## config.mk

```make
export PLATFORM = sky130hd
export DESIGN_NAME = imem_encode_loader_flat
export DESIGN_NICKNAME = d
export VERILOG_FILES = /design/src/rtl/isa_pkg.sv /design/src/rtl/imem_encode_loader_if.sv /design/src/rtl/instr_pack.sv /design/src/rtl/imem_encode_loader.sv /design/src/flat_wrapper.sv
export SDC_FILE = /design/constraint.sdc
export NUM_CORES = 1
export LEC_CHECK = 0
export CAP_MARGIN = 10
export CORE_MARGIN = 5
export CORE_UTILIZATION = 46
export CTS_CLUSTER_DIAMETER = 80
export DETAILED_ROUTE_END_ITERATION = 16
export PLACE_DENSITY_LB_ADDON = 0.2
export SETUP_SLACK_MARGIN = 0.15
export SYNTH_ARGS = -nofsm -noshare
export SYNTH_HDL_FRONTEND = slang
export SYNTH_SLANG_ARGS = --single-unit
```

## constraint.sdc

```tcl
create_clock -name Clk -period 2.1 [get_ports Clk]
set_input_delay 0.42 -clock Clk [delete_from_list [all_inputs] [get_ports Clk]]
set_output_delay 0.42 -clock Clk [all_outputs]
set_load 0.01 [all_outputs]
```

## src/rtl/isa_pkg.sv

```systemverilog
// Shared ISA constants for the 9-bit instruction word: op codes, opcode
// prefixes and field widths, used by both the encoder and the decoder.
package isa_pkg;

    typedef enum logic [3:0] {
        OP_MOV  = 4'd0,
        OP_ALU1 = 4'd1,
        OP_ALU2 = 4'd2,
        OP_ALU3 = 4'd3,
        OP_ALU4 = 4'd4,
        OP_SLI  = 4'd5,
        OP_SRI  = 4'd6,
        OP_STR  = 4'd7,
        OP_LDR  = 4'd8,
        OP_BEQ  = 4'd9,
        OP_JMP  = 4'd10,
        OP_CMP  = 4'd11,
        OP_ADDI = 4'd12,
        OP_ANDI = 4'd13,
        OP_SLR  = 4'd14
    } op_e;

    localparam int unsigned WORD_W = 9;

    localparam logic [3:0] OPC_MOV  = 4'b0000;
    localparam logic [3:0] OPC_ALU1 = 4'b0001;
    localparam logic [3:0] OPC_ALU2 = 4'b0010;
    localparam logic [3:0] OPC_ALU3 = 4'b0011;
    localparam logic [3:0] OPC_STR  = 4'b0110;
    localparam logic [3:0] OPC_LDR  = 4'b0111;
    localparam logic [3:0] OPC_CMP  = 4'b1010;
    localparam logic [3:0] OPC_ALU4 = 4'b1100;
    localparam logic [3:0] OPC_ADDI = 4'b1101;
    localparam logic [3:0] OPC_ANDI = 4'b1110;
    localparam logic [3:0] OPC_SLR  = 4'b1111;
    localparam logic [2:0] OPC_SHI  = 3'b010;
    localparam logic [2:0] OPC_BR   = 3'b100;

    localparam int unsigned W_R1   = 1;
    localparam int unsigned W_R2   = 2;
    localparam int unsigned W_R3   = 3;
    localparam int unsigned W_R4   = 4;
    localparam int unsigned W_IMM3 = 3;
    localparam int unsigned W_IMM5 = 5;

    // True when v has no bits set at or above position w.
    function automatic logic fits(input logic [7:0] v, input int unsigned w);
        return (v >> w) == 8'd0;
    endfunction

endpackage

```

## src/rtl/imem_encode_loader_if.sv

```systemverilog
// Descriptor handshake from the program source plus the instruction-memory
// write port driven by the loader.
interface imem_encode_loader_if #(
    parameter int ADDR_W = 8
);
    logic              in_valid;
    logic              in_ready;
    logic [3:0]        in_op;
    logic [4:0]        in_ra;
    logic [4:0]        in_rb;
    logic [7:0]        in_imm;
    logic              imem_we;
    logic [ADDR_W-1:0] imem_addr;
    logic [8:0]        imem_wdata;

    modport master (
        output in_valid, in_op, in_ra, in_rb, in_imm,
        input  in_ready, imem_we, imem_addr, imem_wdata
    );

    modport slave (
        input  in_valid, in_op, in_ra, in_rb, in_imm,
        output in_ready, imem_we, imem_addr, imem_wdata
    );
endinterface

```

## src/rtl/instr_pack.sv

```systemverilog
// Combinational packer: symbolic op + fields -> 9-bit word and a legality
// flag; used fields must fit their encoded width, unused fields are ignored.
module instr_pack
    import isa_pkg::*;
(
    input  logic [3:0] op_i,
    input  logic [4:0] ra_i,
    input  logic [4:0] rb_i,
    input  logic [7:0] imm_i,
    output logic [8:0] word_o,
    output logic       legal_o
);
    logic [7:0] ra_x, rb_x;

    assign ra_x = {3'b000, ra_i};
    assign rb_x = {3'b000, rb_i};

    always_comb begin
        word_o  = '0;
        legal_o = 1'b0;
        case (op_i)
            OP_MOV:  begin word_o = {OPC_MOV,  ra_i}; legal_o = 1'b1; end
            OP_ALU1: begin word_o = {OPC_ALU1, ra_i}; legal_o = 1'b1; end
            OP_ALU2: begin word_o = {OPC_ALU2, ra_i}; legal_o = 1'b1; end
            OP_ALU3: begin word_o = {OPC_ALU3, ra_i}; legal_o = 1'b1; end
            OP_ALU4: begin word_o = {OPC_ALU4, ra_i}; legal_o = 1'b1; end
            OP_SLI, OP_SRI: begin
                word_o  = {OPC_SHI, op_i == OP_SRI, ra_i[1:0], imm_i[2:0]};
                legal_o = fits(ra_x, W_R2) && fits(imm_i, W_IMM3);
            end
            OP_STR, OP_LDR: begin
                word_o  = {(op_i == OP_STR) ? OPC_STR : OPC_LDR, ra_i[3:0], rb_i[0]};
                legal_o = fits(ra_x, W_R4) && fits(rb_x, W_R1);
            end
            OP_BEQ, OP_JMP: begin
                word_o  = {OPC_BR, op_i == OP_JMP, imm_i[4:0]};
                legal_o = fits(imm_i, W_IMM5);
            end
            OP_CMP, OP_SLR: begin
                word_o  = {(op_i == OP_CMP) ? OPC_CMP : OPC_SLR, ra_i[1:0], rb_i[2:0]};
                legal_o = fits(ra_x, W_R2) && fits(rb_x, W_R3);
            end
            OP_ADDI, OP_ANDI: begin
                word_o  = {(op_i == OP_ADDI) ? OPC_ADDI : OPC_ANDI, imm_i[4:0]};
                legal_o = fits(imm_i, W_IMM5);
            end
            default: ;
        endcase
    end
endmodule

```

## src/rtl/imem_encode_loader.sv

```systemverilog
// Program loader: packs accepted descriptors and streams them into imem from
// a programmable base. Build option ENC_CHECKSUM_EN adds a running word sum.
module imem_encode_loader
    import isa_pkg::*;
#(
    parameter int ADDR_W = 8,
    parameter int DEPTH  = 256
) (
    input  logic              Clk,
    input  logic              Reset_n,
    input  logic              start,
    input  logic [ADDR_W-1:0] base_addr,
    input  logic              finish,
    imem_encode_loader_if.slave bus,
    output logic              busy,
    output logic              done,
    output logic [ADDR_W:0]   word_cnt,
    output logic              err,
    output logic              overflow,
    output logic [8:0]        checksum
);
    localparam logic [1:0] ST_IDLE  = 2'd0;
    localparam logic [1:0] ST_LOAD  = 2'd1;
    localparam logic [1:0] ST_FULL  = 2'd2;
    localparam logic [1:0] ST_DRAIN = 2'd3;

    localparam int               CNT_W    = $clog2(DEPTH + 1);
    localparam logic [CNT_W-1:0] LAST_ACC = CNT_W'(DEPTH - 1);

    logic [1:0]        state_q, state_d;
    logic [ADDR_W-1:0] addr_q, addr_d;
    logic [ADDR_W:0]   cnt_q, cnt_d;
    logic [CNT_W-1:0]  acc_q, acc_d;
    logic              err_q, err_d;
    logic              ovf_q, ovf_d;
    logic              we_q, we_d;
    logic [ADDR_W-1:0] waddr_q, waddr_d;
    logic [8:0]        wdata_q, wdata_d;
    logic              done_q, done_d;

    logic [8:0] word;
    logic       legal;
    logic       accept;

    instr_pack u_pack (
        .op_i    (bus.in_op),
        .ra_i    (bus.in_ra),
        .rb_i    (bus.in_rb),
        .imm_i   (bus.in_imm),
        .word_o  (word),
        .legal_o (legal)
    );

    assign bus.in_ready = (state_q == ST_LOAD);
    assign accept       = bus.in_valid && bus.in_ready;

    always_comb begin
        // NOTE: every _d gets its hold value first so no path infers a latch.
        state_d = state_q;
        addr_d  = addr_q;
        cnt_d   = cnt_q;
        acc_d   = acc_q;
        err_d   = err_q;
        ovf_d   = ovf_q;
        we_d    = 1'b0;
        waddr_d = waddr_q;
        wdata_d = wdata_q;
        done_d  = 1'b0;
        case (state_q)
            ST_IDLE: if (start) begin
                state_d = ST_LOAD;
                addr_d  = base_addr;
                cnt_d   = '0;
                acc_d   = '0;
                err_d   = 1'b0;
                ovf_d   = 1'b0;
            end
            ST_LOAD: begin
                if (accept) begin
                    // Illegal descriptors still spend budget but never write.
                    acc_d = acc_q + 1'b1;
                    if (legal) begin
                        we_d    = 1'b1;
                        waddr_d = addr_q;
                        wdata_d = word;
                        addr_d  = addr_q + 1'b1;
                        cnt_d   = cnt_q + 1'b1;
                    end else begin
                        err_d = 1'b1;
                    end
                    if (acc_q == LAST_ACC) state_d = ST_FULL;
                end
                if (finish) state_d = ST_DRAIN;
            end
            ST_FULL: begin
                if (bus.in_valid) ovf_d = 1'b1;
                if (finish) state_d = ST_DRAIN;
            end
            default: begin
                done_d  = 1'b1;
                state_d = ST_IDLE;
            end
        endcase
    end

    always_ff @(posedge Clk or negedge Reset_n) begin
        if (!Reset_n) begin
            state_q <= ST_IDLE;
            addr_q  <= '0;
            cnt_q   <= '0;
            acc_q   <= '0;
            err_q   <= 1'b0;
            ovf_q   <= 1'b0;
            we_q    <= 1'b0;
            waddr_q <= '0;
            wdata_q <= '0;
            done_q  <= 1'b0;
        end else begin
            // NOTE: non-blocking so every flop samples pre-edge values.
            state_q <= state_d;
            addr_q  <= addr_d;
            cnt_q   <= cnt_d;
            acc_q   <= acc_d;
            err_q   <= err_d;
            ovf_q   <= ovf_d;
            we_q    <= we_d;
            waddr_q <= waddr_d;
            wdata_q <= wdata_d;
            done_q  <= done_d;
        end
    end

`ifdef ENC_CHECKSUM_EN
    logic [8:0] csum_q, csum_d;

    // Sum tracks the output register, so it steps in the imem_we cycle.
    always_comb begin
        csum_d = csum_q;
        if (state_q == ST_IDLE && start) csum_d = '0;
        else if (we_d)                   csum_d = csum_q + wdata_d;
    end

    always_ff @(posedge Clk or negedge Reset_n) begin
        if (!Reset_n) csum_q <= '0;
        else          csum_q <= csum_d;
    end

    assign checksum = csum_q;
`else
    assign checksum = '0;
`endif

    assign bus.imem_we    = we_q;
    assign bus.imem_addr  = waddr_q;
    assign bus.imem_wdata = wdata_q;
    assign busy           = (state_q == ST_LOAD) || (state_q == ST_FULL);
    assign done           = done_q;
    assign word_cnt       = cnt_q;
    assign err            = err_q;
    assign overflow       = ovf_q;
endmodule
```

## src/flat_wrapper.sv

```systemverilog
// flat-port wrapper written by rule: the top's interface ports become plain ports
module imem_encode_loader_flat import isa_pkg::*;
#(
    parameter int ADDR_W = 8,
    parameter int DEPTH  = 256
)
  (Clk, Reset_n, start, base_addr, finish, busy, done, word_cnt, err, overflow, checksum, bus_in_valid, bus_in_op, bus_in_ra, bus_in_rb, bus_in_imm, bus_in_ready, bus_imem_we, bus_imem_addr, bus_imem_wdata);
  imem_encode_loader_if #(.ADDR_W(ADDR_W)) bus_i ();
  input  logic Clk;
  input  logic Reset_n;
  input  logic start;
  input  logic [ADDR_W-1:0] base_addr;
  input  logic finish;
  output logic busy;
  output logic done;
  output logic [ADDR_W:0] word_cnt;
  output logic err;
  output logic overflow;
  output logic [8:0] checksum;
  input wire logic [$bits(bus_i.in_valid)-1:0] bus_in_valid;
  input wire logic [$bits(bus_i.in_op)-1:0] bus_in_op;
  input wire logic [$bits(bus_i.in_ra)-1:0] bus_in_ra;
  input wire logic [$bits(bus_i.in_rb)-1:0] bus_in_rb;
  input wire logic [$bits(bus_i.in_imm)-1:0] bus_in_imm;
  output wire logic [$bits(bus_i.in_ready)-1:0] bus_in_ready;
  output wire logic [$bits(bus_i.imem_we)-1:0] bus_imem_we;
  output wire logic [$bits(bus_i.imem_addr)-1:0] bus_imem_addr;
  output wire logic [$bits(bus_i.imem_wdata)-1:0] bus_imem_wdata;
  assign bus_i.in_valid = bus_in_valid;
  assign bus_i.in_op = bus_in_op;
  assign bus_i.in_ra = bus_in_ra;
  assign bus_i.in_rb = bus_in_rb;
  assign bus_i.in_imm = bus_in_imm;
  assign bus_in_ready = bus_i.in_ready;
  assign bus_imem_we = bus_i.imem_we;
  assign bus_imem_addr = bus_i.imem_addr;
  assign bus_imem_wdata = bus_i.imem_wdata;
  imem_encode_loader #(.ADDR_W(ADDR_W), .DEPTH(DEPTH)) u_core (.Clk(Clk), .Reset_n(Reset_n), .start(start), .base_addr(base_addr), .finish(finish), .bus(bus_i), .busy(busy), .done(done), .word_cnt(word_cnt), .err(err), .overflow(overflow), .checksum(checksum));
endmodule
```

==> impl_metrics.sql <==
INSERT INTO impl_metrics (metric_group, metric, value, unit) VALUES
('clocking', 'clk_pin_slew_worst_paths', '0.10', 'ns'),
('grt', 'number_of_antenna_violations_at_the_first_check_in_global_routing', '0', ''),
('detailed_routing', 'drc_markers', '0', ''),
('detailed_routing', 'antenna_left', '0', ''),
('placement', 'detailed_place.area', '4490', 'um2'),
('timing', 'final_hold_viols', '0', ''),
('detailed_routing', 'detail_route.vias_per_cell', '5.60', ''),
('clocking', 'insertion_delay', '0.31', 'ns'),
('floorplanning', 'boundaryPins', '76', ''),
('cells_and_area', 'final-instance-count-excl-fill', '594', ''),
('clocking', 'cts_max_path_buffers', '2', ''),
('logic_synthesis', 'postSynthAreaPerCell', '8.76', 'um2'),
('floorplanning', 'die_w', '94.0', 'um'),
('logic_synthesis', 'syn_inst', '370', ''),
('floorplanning', 'die-area', '8830', 'um2'),
('timing', 'post-route-period-util', '100', '%'),
('cells_and_area', 'post_route_cells_drive_above_1_share', '29.9', '%'),
('logic_synthesis', 'ys_seq_elements', '49', ''),
('logic_synthesis', 'post-synth-top-area-fraction', '37.8', '%'),
('clocking', 'postCtsHoldBufs', '0', ''),
('detailed_routing', 'routed_wl', '9460', 'um'),
('clocking', 'cts_tree', 'built', ''),
('worst_setup_path', 'reg2reg_to', 'u_core.addr_q[6]', ''),
('detailed_routing', 'drt_iter0_markers', '197', ''),
('worst_setup_path', 'worst_path_dominant_cell_family', 'simple AND/OR/NAND/NOR gates', ''),
('cells_and_area', 'final_cell_area', '4860', 'um2'),
('cells_and_area', 'antenna_cells', '0', ''),
('detailed_routing', 'drt-pass1-iter-count', '5', ''),
('clocking', 'cts-buffers-inserted', '5', ''),
('worst_setup_path', 'reg2reg_setup_slack', '-0.004', 'ns'),
('clocking', 'depth_of_the_cts_h_tree', '2', ''),
('grt', 'grt_max_degree', '24', ''),
('floorplanning', 'die_h', '94.0', 'um'),
('timing', 'fmax_achieved', '0.475', 'GHz'),
('run_status', 'violations', 'setup timing', ''),
('logic_synthesis', 'synth_edf_count', '0', ''),
('pwr', 'total_power', '0.00526', 'W'),
('timing', 'min_period', '2.10', 'ns'),
('worst_setup_path', 'class_of_the_most_critical_setup_path', 'reg2reg', ''),
('worst_setup_path', 'worstPathCellList', 'inv_2 -> ha_4 -> nor2b_4 -> or4_1 -> a211o_1 -> nand2_2 -> nor2_4 -> a221oi_2', ''),
('worst_setup_path', 'timing.critical_path.from_type', 'register', ''),
('worst_setup_path', 'slowest_delay', '0.51', 'ns'),
('placement', 'placedCellCount', '575', ''),
('pwr', 'vdd_ir_drop_max', '0.844', 'mV'),
('run', 'drv_cap', '0', ''),
('logic_synthesis', 'ys_warn_count', '0', ''),
('worst_setup_path', 'crit_path_max_fanout', '6', ''),
('worst_setup_path', 'critical_path.n_buffers_inverters', '1', ''),
('logic_synthesis', 'synth_ff_type', 'sky130_fd_sc_hd__dfrtp_1', ''),
('logic_synthesis', 'synth_async_sr_flop_share', '100', '%'),
('timing', 'worst_slack', '-0.00366', 'ns'),
('logic_synthesis', 'synth.top_cells.by_area', 'sky130_fd_sc_hd__dfrtp_1 38%, sky130_fd_sc_hd__mux2_1 6.3%, sky130_fd_sc_hd__a21oi_1 3.9%', ''),
('worst_setup_path', 'beginning_of_the_worst_register_to_register_path', 'u_core.state_q[0]', ''),
('floorplanning', 'initial_core_util', '47.5', '%'),
('cells_and_area', 'core_occupancy_in_the_finished_layout', '71.2', '%'),
('grt', 'grt_first_pass_wirelength', '15100', 'um'),
('logic_synthesis', 'yosysSeqAreaShare', '37.8', '%'),
('worst_setup_path', 'arrival_worst_endpoint', '2.33', 'ns'),
('floorplanning', 'std_cell_rows', '30', ''),
('timing', 'finalClockSkew', '0.00659', 'ns'),
('cells_and_area', 'nets', '540', ''),
('run_status', 'run_status', 'finished, violations left', ''),
('logic_synthesis', 'cell_taking_the_most_area_after_synthesis', 'sky130_fd_sc_hd__dfrtp_1', ''),
('placement', 'final_wtd_congestion', '0.868', ''),
('logic_synthesis', 'library_cells_used_by_synthesis', '54', ''),
('grt', 'grt_usage', '21.3', '%'),
('timing', 'grt_setup_unrepaired', 'yes', ''),
('grt', 'grt.overflow.total', '0', ''),
('worst_setup_path', 'required_arrival_time_at_the_worst_endpoint', '2.32', 'ns'),
('pwr', 'power_leakage', '2.22', 'nW'),
('timing', 'final_number_of_setup_violating_endpoints', '1', '');
==> sequential cells by signal (all words and copies together), names as in the netlist <==
| name | cells |
|---|---|
| u_core.err | 1 |
| u_core.overflow | 1 |
| u_core.bus.imem_we | 1 |
| u_core.done | 1 |
| u_core.word_cnt | 9 |
| u_core.addr_q | 8 |
| u_core.bus.imem_addr | 8 |
| u_core.state_q | 2 |
| u_core.acc_q | 9 |
| u_core.bus.imem_wdata | 9 |
==> logic make-up after synthesis <==
| kind of cell | Yosys count | share of synthesized area, % |
|---|---|---|
| adder cells (fa/ha/maj) | 8 | 3.09 |
| AND/OR/NAND/NOR | 135 | 22.1 |
| multiplexers | 26 | 8.80 |
| other | 1 | 0.116 |
| flip-flops | 49 | 37.8 |
| XOR/XNOR | 7 | 1.89 |
| AO/OA/AOI/OAI | 94 | 19.1 |
| buffers and inverters | 50 | 7.14 |
==> timing repair <==
item | in CTS | in global routing
gates resized for setup | 73 | 13
buffers inserted | 5 | 5
cloned | 1 | 0
setup endpoints to repair | 39 | 35
pin swaps | 22 | 6
==> per-stage QoR <==
step                setup WS (ns)  hold slack (ns)  setup TNS [ns]
floorplan                 -0.0544            0.124          -0.670
global placement           -0.690            0.398          -20.05
detailed placement         -0.742            0.409          -21.41
CTS                       -0.0270           0.0649         -0.0410
global route              -0.0794           0.0677          -0.480
finish                   -0.00366           0.0541        -0.00366
==> report_power, final <==
part / total [W] / switching (W) / internal (W)
logic: 0.00302 / 0.00134 / 0.00168
registers: 0.00163 / 0.000321 / 0.00131
clock network: 0.000612 / 0.000362 / 0.000250
total: 0.00526 / 0.00203 / 0.00324
==> cell usage in the layout (no fill, tap or decap), types with 3 or more instances in the layout <==
cell type and n:
sky130_fd_sc_hd__o221ai_1 7, sky130_fd_sc_hd__o22ai_1 7, sky130_fd_sc_hd__conb_1 9, sky130_fd_sc_hd__nand2_1 26
sky130_fd_sc_hd__nand3_1 19, sky130_fd_sc_hd__clkdlybuf4s50_1 48, sky130_fd_sc_hd__inv_2 3, sky130_fd_sc_hd__o21ai_1 8
sky130_fd_sc_hd__dfrtp_1 49, sky130_fd_sc_hd__a21oi_1 22, sky130_fd_sc_hd__o21ai_0 6, sky130_fd_sc_hd__buf_6 10
sky130_fd_sc_hd__or3_1 3, sky130_fd_sc_hd__a221oi_2 5, sky130_fd_sc_hd__o211ai_1 5, sky130_fd_sc_hd__inv_1 18
sky130_fd_sc_hd__nor2b_1 10, sky130_fd_sc_hd__o31ai_1 4, sky130_fd_sc_hd__nor2_1 24, sky130_fd_sc_hd__ha_1 5
sky130_fd_sc_hd__mux2_4 18, sky130_fd_sc_hd__and3_1 13, sky130_fd_sc_hd__clkbuf_8 5, sky130_fd_sc_hd__mux2i_1 6
sky130_fd_sc_hd__a211oi_1 4, sky130_fd_sc_hd__a31oi_1 7, sky130_fd_sc_hd__nor3_2 4, sky130_fd_sc_hd__xor2_1 6
sky130_fd_sc_hd__buf_2 3, sky130_fd_sc_hd__buf_4 65, sky130_fd_sc_hd__nand4_1 5, sky130_fd_sc_hd__a21oi_2 3
sky130_fd_sc_hd__nor3_1 4, sky130_fd_sc_hd__dlygate4sd2_1 8
==> metal layers <==
metal / wire, um / vias up / share of wire (%) / track usage (%)
li1: - / 1598 / - / -
met1: 4030 / 1571 / 43 / 27.8
met2: 4660 / 132 / 49 / 36.2
met3: 563 / 27 / 6.0 / 4.09
met4: 201 / 0 / 2.1 / 5.54
met5: 0 / - / 0 / 0
==> how the worst max path moves through the flow <==
stage | cells after the start | start | slack [ns] | to
5_1_grt | 8 | u_core.state_q[0] | -0.08 | u_core.addr_q[6]
3_3_place_gp | 7 | bus_in_op[2] | -0.69 | u_core.word_cnt[6]
2_1_floorplan | 6 | bus_in_op[2] | -0.05 | u_core.word_cnt[5]
6_report | 8 | u_core.state_q[0] | -0.004 | u_core.addr_q[6]
4_1_cts | 8 | u_core.state_q[0] | -0.03 | u_core.addr_q[4]
3_5_place_dp | 8 | bus_in_op[2] | -0.74 | u_core.word_cnt[6]
==> final cells by class <==
type,count,area (um2),area share [%]
multi-input cells,279,2060,42.4
repair buffers,141,1280,26.2
flip-flops and latches,49,1230,25.2
well taps,96,120,2.47
inverters,21,78.8,1.62
clock buffers,5,68.8,1.42
clock inverters,3,28.8,0.592
Note: power is estimated with default switching activity, not from simulation.
